--- src/rtl/bin2bcd_seq.sv ---
// Sequential binary-to-BCD converter (shift-add-3), one input bit per clock,
// with start/busy/done handshake, held result, leading-zero blanking and
// overflow saturation.
module bin2bcd_seq #(
  parameter int unsigned IN_W     = 14,
  parameter int unsigned DIGITS   = 4,
  parameter int unsigned BLANK_LZ = 1
) (
  input  logic                  clk,
  input  logic                  rst,
  input  logic                  start,
  input  logic [IN_W-1:0]       value,
  output logic                  busy,
  output logic                  done,
  output logic [4*DIGITS-1:0]   bcd,
  output logic                  overflow
);

  localparam int unsigned BCD_W = 4 * DIGITS;
  localparam int unsigned CNT_W = $clog2(IN_W + 1);

  // Largest value representable in DIGITS decimal digits, 32-bit arithmetic.
  function automatic logic [31:0] max_dec(input int unsigned n);
    logic [31:0] p;
    p = 32'd1;
    for (int unsigned i = 0; i < n; i++) begin
      p = p * 32'd10;
    end
    return p - 32'd1;
  endfunction

  localparam logic [31:0] MAX_VAL = max_dec(DIGITS);

  typedef enum logic [1:0] {
    IDLE   = 2'd0,
    SHIFT  = 2'd1,
    FINISH = 2'd2
  } state_t;

  state_t             state_q;
  logic [IN_W-1:0]    src_q;
  logic [BCD_W-1:0]   bcd_s_q;
  logic [CNT_W-1:0]   cnt_q;
  logic               ovf_s_q;
  logic               busy_q;
  logic               done_q;
  logic [BCD_W-1:0]   bcd_q;
  logic               ovf_q;

  logic [BCD_W-1:0]   adj_d;
  logic [BCD_W-1:0]   bcd_s_d;
  logic [IN_W-1:0]    src_d;
  logic [BCD_W-1:0]   blank_d;
  logic               ovf_in_d;

  // Add 3 to every scratch digit >= 5, then shift {bcd_s, src} left by one.
  always_comb begin : add3_shift
    logic [3:0] dig;
    adj_d = bcd_s_q;
    dig   = 4'd0;
    for (int i = 0; i < int'(DIGITS); i++) begin
      dig = bcd_s_q[4*i +: 4];
      adj_d[4*i +: 4] = (dig >= 4'd5) ? (dig + 4'd3) : dig;
    end
    bcd_s_d = {adj_d[BCD_W-2:0], src_q[IN_W-1]};
    src_d   = src_q << 1;
  end

  // Blank leading zero digits from the top down; digit 0 always shown.
  always_comb begin : blanking
    logic seen;
    blank_d = bcd_s_q;
    seen    = 1'b0;
    if (BLANK_LZ != 0) begin
      for (int i = int'(DIGITS) - 1; i >= 1; i--) begin
        if (!seen && (bcd_s_q[4*i +: 4] == 4'd0)) begin
          blank_d[4*i +: 4] = 4'hF;
        end else begin
          seen = 1'b1;
        end
      end
    end
  end

  // Saturation decision taken on the accepted start edge.
  always_comb begin : ovf_check
    ovf_in_d = (32'(value) > MAX_VAL);
  end

  // Control FSM and all registered state.
  always_ff @(posedge clk) begin
    if (!rst) begin
      state_q <= IDLE;
      src_q   <= '0;
      bcd_s_q <= '0;
      cnt_q   <= '0;
      ovf_s_q <= 1'b0;
      busy_q  <= 1'b0;
      done_q  <= 1'b0;
      bcd_q   <= {DIGITS{4'hF}};
      ovf_q   <= 1'b0;
    end else begin
      done_q <= 1'b0;
      case (state_q)
        IDLE: begin
          if (start) begin
            src_q   <= value;
            bcd_s_q <= '0;
            cnt_q   <= CNT_W'(IN_W);
            ovf_s_q <= ovf_in_d;
            busy_q  <= 1'b1;
            state_q <= SHIFT;
          end
        end
        SHIFT: begin
          bcd_s_q <= bcd_s_d;
          src_q   <= src_d;
          cnt_q   <= cnt_q - CNT_W'(1);
          if (cnt_q == CNT_W'(1)) begin
            state_q <= FINISH;
          end
        end
        FINISH: begin
          if (ovf_s_q) begin
            bcd_q <= {DIGITS{4'h9}};
            ovf_q <= 1'b1;
          end else begin
            bcd_q <= blank_d;
            ovf_q <= 1'b0;
          end
          done_q  <= 1'b1;
          busy_q  <= 1'b0;
          state_q <= IDLE;
        end
        default: begin
          state_q <= IDLE;
          busy_q  <= 1'b0;
        end
      endcase
    end
  end

  assign busy     = busy_q;
  assign done     = done_q;
  assign bcd      = bcd_q;
  assign overflow = ovf_q;

endmodule

--- config.mk ---
export PLATFORM = sky130hd
export DESIGN_NAME = bin2bcd_seq
export DESIGN_NICKNAME = d
export VERILOG_FILES = /design/src/rtl/bin2bcd_seq.sv
export SDC_FILE = /design/constraint.sdc
export NUM_CORES = 1
export LEC_CHECK = 0
export ABC_AREA = 1
export BUFFER_PORTS_ARGS = -buffer_cell sky130_fd_sc_hd__buf_4
export CAP_MARGIN = 20
export CORE_MARGIN = 1
export CORE_UTILIZATION = 40
export DETAILED_ROUTE_END_ITERATION = 12
export PLACE_DENSITY_LB_ADDON = 0.05
export REMOVE_ABC_BUFFERS = 1
export SLEW_MARGIN = 30
export SYNTH_ARGS = -nofsm -noshare
export SYNTH_HDL_FRONTEND = slang
export SYNTH_SLANG_ARGS = --single-unit
--- constraint.sdc ---
create_clock -name clk -period 3.5 [get_ports clk]
set_input_delay 0.35 -clock clk [delete_from_list [all_inputs] [get_ports clk]]
set_output_delay 0.35 -clock clk [all_outputs]
set_load 0.01 [all_outputs]
==> run_results.csv, run 1 <==
group,metric,value,unit
route,drc_errors,2,
route,dr.pass1.iters,10,
clock_network,cts_resized,0,
route,drt_iter0_drc,128,
route,wl,6030,microns
logic_synthesis,synth.distinct_cells,27,
timing,clock_skew,10.9,ps
timing,max_freq,0.631,GHz
timing,tightest_slew,517,ps
layout,layout.nets,444,
global_routing,grt_pass1_wl,9900,microns
timing,slew_headroom,0.655,
logic_synthesis,ys_ff_latch,56,
placement,place.detailed.hpwl,4230,microns
status,status,"finished with violations",
clock_network,h-tree-depth,2,
global_routing,grt_pass1_vias,2171,
global_routing,grt_usage,0.176,
critical_path,reg2regPathDepth,6,
power_and_ir_drop,ir_worst_vdd,173,uV
critical_path,start_kind,"flip-flop",
critical_path,crit_arrival,1830,ps
clock_network,clk_latency,310,ps
route,avgRoutedWirePerCell,12.2,microns
global_routing,grt_max_degree,22,
floorplanning,initial_core_util,0.419,
timing,post-route-period-util,0.453,
logic_synthesis,syn_inst,383,
clock_network,post_cts_buffers,0,
logic_synthesis,yosys_warnings,0,
min_path,hold_path_class,"primary input to flip-flop",
route,met1_length,3140,microns
route,via_per_inst,4.90,
power_and_ir_drop,power,1.20,mW
placement,port_buffers,35,
critical_path,crit_path_max_fanout,21,
flow_run,cap_viol_max_count,0,
logic_synthesis,yosysSeqAreaShare,0.414,
timing,rsz0062_at_grt,"false",
floorplanning,die_h,84.3,microns
logic_synthesis,syn_avg_cell_area,7.07,sq um
route,dr_total_vias,2410,
critical_path,r2r_end,"bcd_s_q[14]$_SDFFE_PN0P_",
clock_network,cts_tree,"yes",
status,violations,"design-rule violations",
logic_synthesis,netlist_area,0.00271,sq mm
critical_path,crit_path_start,"state_q[0]$_SDFFE_PN0P_",
clock_network,cts_hold_buf,0,
global_routing,antenna_found_initial,0,
floorplanning,core,0.00646,sq mm
layout,postLayoutCoreUtil,0.477,
timing,fin_tns_setup,0,ps
floorplanning,die-area,0.00710,sq mm
critical_path,worstPathRequired,3740,ps
critical_path,worst_setup_path_end_kind,"flip-flop",
critical_path,reg2reg_from,"state_q[0]$_SDFFE_PN0P_",
layout,area_growth,13.7,%
power_and_ir_drop,powerDensity,389,mW/mm^2
timing,hold_slack,260,ps
clock_network,cts_buffers,5,
layout,diodes,0,
global_routing,grt_remaining_overflow,0,
clock_network,cts_sinks,56,
placement,place_area,0.00300,sq mm
clock_network,clkSlewWorstSetupHoldPaths,100,ps
timing,min_period,1580,ps
clock_network,cts.path.max_buffers,2,
route,dr.max_layer_used,"met4",
timing,slew_viol_final,0,
floorplanning,fp.dieW,84.3,microns
route,ant_nets,0,
placement,gp_congestion,0.858,
timing,setup_viol,0,
power_and_ir_drop,p_leak,1.45,nW
critical_path,critical_path_class,"flip-flop to flip-flop",
clock_network,cts-root-buf,"clkbuf_8",
critical_path,reg2reg_slack,1920,ps
layout,post-route-cell-area,0.00308,sq mm
route,met2_length,2530,microns
timing,hold_viol,0,
route,wl_met3,262,microns
floorplanning,row_count,29,
layout,drive_gt1_frac,0.142,
critical_path,endpoint,"bcd_s_q[14]$_SDFFE_PN0P_",
floorplanning,io_pins,36,
-- worst min path at each step --
stage / startpoint / end / slack (ps) / depth (start not counted)
3_3_place_gp: src_q[0]$_SDFFE_PN0P_ / src_q[0]$_SDFFE_PN0P_ / 430 / 2
6_report: value[0] / src_q[0]$_SDFFE_PN0P_ / 260 / 3
2_1_floorplan: rst / bcd[0]$_SDFFE_PN1P_ / 420 / 1
5_1_grt: value[0] / src_q[0]$_SDFFE_PN0P_ / 260 / 3
3_5_place_dp: src_q[0]$_SDFFE_PN0P_ / src_q[0]$_SDFFE_PN0P_ / 440 / 2
4_1_cts: value[0] / src_q[0]$_SDFFE_PN0P_ / 250 / 3
-- kinds of logic (layout without fill, tap and decap cells) --
logic type | after synthesis | after routing | share of synthesized area
AO/OA/AOI/OAI | 58 | 58 | 0.111
XOR/XNOR | 2 | 2 | 0.00647
adder cells (fa/ha/maj) | 12 | 12 | 0.0554
buffers and inverters | 49 | 81 | 0.0813
flip-flops | 56 | 56 | 0.414
AND/OR/NAND/NOR | 206 | 206 | 0.332
-- cell usage in the layout, fill, tap and decap left out, types with 2 or more instances in the layout --
master and count:
nand2_1 130, dfxtp_1 56, buf_4 35, inv_1 33, nor2_1 30, nand3_1 29
o21ai_0 24, a21oi_1 21, ha_1 12, o21ai_1 7, inv_2 5, nand4_1 5
clkbuf_8 5, nand2_2 4, o22ai_1 3, nand2_4 2, nor2_4 2, nor2_8 2
xnor2_1 2
-- critical path, cell delays in order, from the launching register on --
cell and delay, ps:
dfxtp_1 400, inv_2 80, nor2_4 390, nand2_2 180, inv_2 260, nand3_1 120
o21ai_1 80
-- report_power, final --
part | switching, mW | internal, mW | leakage (nW) | total, mW
Clock | 0.206 | 0.137 | 0.0410 | 0.343
Combinational | 0.108 | 0.0592 | 0.950 | 0.167
Sequential | 0.0191 | 0.668 | 0.457 | 0.687
-- synthesized netlist by cell type, drive strengths merged --
| library cell | count | area, sq um |
|---|---|---|
| a21oi | 22 | 114 |
| a31oi | 1 | 6.26 |
| buf | 9 | 62.6 |
| clkbuf | 1 | 3.75 |
| dfxtp | 56 | 1120 |
| ha | 12 | 150 |
| inv | 39 | 154 |
| nand2 | 136 | 536 |
| nand3 | 29 | 145 |
| nand4 | 5 | 31.3 |
| nor2 | 35 | 181 |
| nor3 | 1 | 5.00 |
| o211ai | 1 | 7.51 |
| o21ai | 31 | 155 |
| o22ai | 3 | 18.8 |
| xnor2 | 2 | 17.5 |
-- routing by layer --
metal	track usage	vias to the layer above
met5	0	-
met4	0.0611	0
met3	0.0354	9
met2	0.278	49
met1	0.238	1074
li1	-	1278
-- area by class of cell --
type                       count  area (sq um)
clock inverter                 1          5.00
clock buffer                   6          72.6
inverter                      39           154
tap                           77          96.3
multi-input combinational    278          1370
timing repair buffer          35           263
fill                         692          3380
sequential                    56          1120
-- per-stage QoR --
| step | instances | setup WS [ps] |
|---|---|---|
| finish | 492 | 1920 |
| CTS | 492 | 1890 |
| floorplan | 373 | 2280 |
| global placement | 485 | 1970 |
| detailed placement | 485 | 1920 |
| global route | 492 | 1760 |
-- flip-flops by register name, summed over array words and instances, names as in the netlist --
register	count
bcd	16
bcd_s_q	16
src_q	14
cnt_q	4
state_q	2
busy	1
done	1
overflow	1
ovf_s_q	1
Power figures use the tool's default switching activity.
==> run 2: changes to the inputs <==
clock period = 1.3 ns   (was 3.5 ns; I/O delays follow)
==> run_results.csv, run 2 (synthesis results as in run 1) <==
group,metric,value,unit
route,dr.pass1.iters,8,
critical_path,start_kind,"flip-flop",
route,drt_iter0_drc,129,
power_and_ir_drop,power,3.49,mW
placement,port_buffers,35,
placement,place.detailed.hpwl,4570,microns
route,via_per_inst,4.88,
timing,max_freq,0.808,GHz
global_routing,grt_remaining_overflow,0,
floorplanning,initial_core_util,0.419,
clock_network,cts_buffers,5,
floorplanning,core,0.00646,sq mm
critical_path,reg2reg_from,"bcd_s_q[13]$_SDFFE_PN0P_",
floorplanning,io_pins,36,
layout,fillers,655,
route,ant_nets,0,
power_and_ir_drop,powerDensity,1030,mW/mm^2
floorplanning,fp.dieW,84.3,microns
critical_path,endpoint,"bcd[12]$_SDFFE_PN1P_",
critical_path,crit_path_start,"bcd_s_q[13]$_SDFFE_PN0P_",
timing,min_period,1240,ps
timing,fin_tns_setup,0,ps
route,avgRoutedWirePerCell,11.9,microns
route,wl,6190,microns
timing,tightest_slew,288,ps
status,status,"finished with violations",
global_routing,grt_usage,0.186,
layout,seq_area,0.00113,sq mm
timing,slew_headroom,0.808,
floorplanning,die-area,0.00710,sq mm
power_and_ir_drop,p_leak,1.62,nW
min_path,hold_path_class,"primary input to flip-flop",
critical_path,worstPathRequired,1550,ps
layout,diodes,0,
status,violations,"design-rule violations",
clock_network,h-tree-depth,2,
clock_network,clk_latency,310,ps
critical_path,crit_path_max_fanout,7,
floorplanning,die_h,84.3,microns
route,drc_errors,3,
timing,rsz0062_at_grt,"true",
power_and_ir_drop,ir_worst_vdd,1030,uV
layout,layout.nets,470,
global_routing,grt_pass1_wl,10600,microns
flow_run,cap_viol_max_count,0,
critical_path,worst_setup_path_end_kind,"flip-flop",
layout,area_growth,25.2,%
timing,slew_viol_final,0,
clock_network,cts-root-buf,"clkbuf_8",
clock_network,cts_tree,"yes",
clock_network,cts.path.max_buffers,2,
clock_network,clkSlewWorstSetupHoldPaths,100,ps
timing,post-route-period-util,0.952,
timing,setup_viol,0,
layout,drive_gt1_frac,0.244,
placement,gp_congestion,0.780,
global_routing,grt_max_degree,17,
floorplanning,row_count,29,
critical_path,reg2reg_slack,60,ps
global_routing,antenna_found_initial,0,
layout,layout_commonest_cell,"nand2_1",
critical_path,reg2regPathDepth,7,
layout,multi_input_area,0.00143,sq mm
critical_path,critical_path_class,"flip-flop to flip-flop",
route,dr_total_vias,2531,
clock_network,cts_sinks,56,
timing,clock_skew,9.30,ps
critical_path,r2r_end,"bcd[12]$_SDFFE_PN1P_",
critical_path,crit_arrival,1480,ps
layout,final_cell_mix,"126 x nand2_1, 59 x buf_4, 52 x dfxtp_1",
global_routing,grt_pass1_vias,2252,
timing,hold_viol,0,
[run 2: changes by cell type in the layout (fill, tap and decap cells not counted), sizes merged]
cell	delta
bufinv	+1
clkinv	+1
inv	-1
buf	+26
[run 2: layout make-up]
type                            count  share of cell area
Sequential cell                    56               0.333
Clock buffer                        6              0.0214
Clock inverter                      2              0.0103
Timing Repair Buffer               61               0.140
Inverter                           39              0.0457
Multi-Input combinational cell    278               0.422
Tap cell                           77              0.0284
[run 2: report_power, final]
| part | switching [mW] | total, mW | internal [mW] |
|---|---|---|---|
| registers | 0.0490 | 1.85 | 1.80 |
| clock network | 0.567 | 1.14 | 0.573 |
| logic | 0.302 | 0.504 | 0.202 |
[run 2: per-layer routing]
metal	up-vias	share of wire	global-route usage
met1	1120	0.52	0.269
met5	-	0	0
met2	56	0.42	0.285
met4	0	0.0092	0.0470
li1	1348	-	-
met3	7	0.048	0.0334
[run 2: per-stage QoR]
step	hold slack [ps]	setup slack (ps)	util	area [sq um]	instances
after global routing	52.8	-53.1	0.525	3390	519
after floorplan	199	76.4	-	2640	373
final	55.8	61.8	0.525	3390	519
after detailed placement	365	-22.8	0.493	3190	508
after CTS	38.6	17.2	0.511	3300	516
after global placement	363	14.8	0.493	3190	508
[run 2: worst max-delay path, stage by stage, from the launching register on]
cell and delay, ps:
dfxtp_2 340, inv_2 50, ha_2 180, nand2_2 80, nor2_4 230, buf_6 130, nor3_1 40, o21ai_0 130
[run 2: timing repair]
action | 4_1_cts | 5_1_grt
resized for setup | 3 | 27
buffers inserted | 0 | 3
hold buffers | 0 | 0
endpoints found under the setup margin | 10 | 29
pin swaps | 0 | 3
[run 2: worst min-delay path by stage]
| stage | cells after the start | slack (ps) | from | to |
|---|---|---|---|---|
| finish | 3 | 60 | value[0] | src_q[0]$_SDFFE_PN0P_ |
| global route | 2 | 50 | rst | bcd[3]$_SDFFE_PN1P_ |
| CTS | 3 | 40 | value[0] | src_q[0]$_SDFFE_PN0P_ |
| detailed placement | 3 | 360 | value[0] | src_q[0]$_SDFFE_PN0P_ |
| global placement | 3 | 360 | value[0] | src_q[0]$_SDFFE_PN0P_ |
| floorplan | 1 | 200 | rst | bcd[0]$_SDFFE_PN1P_ |
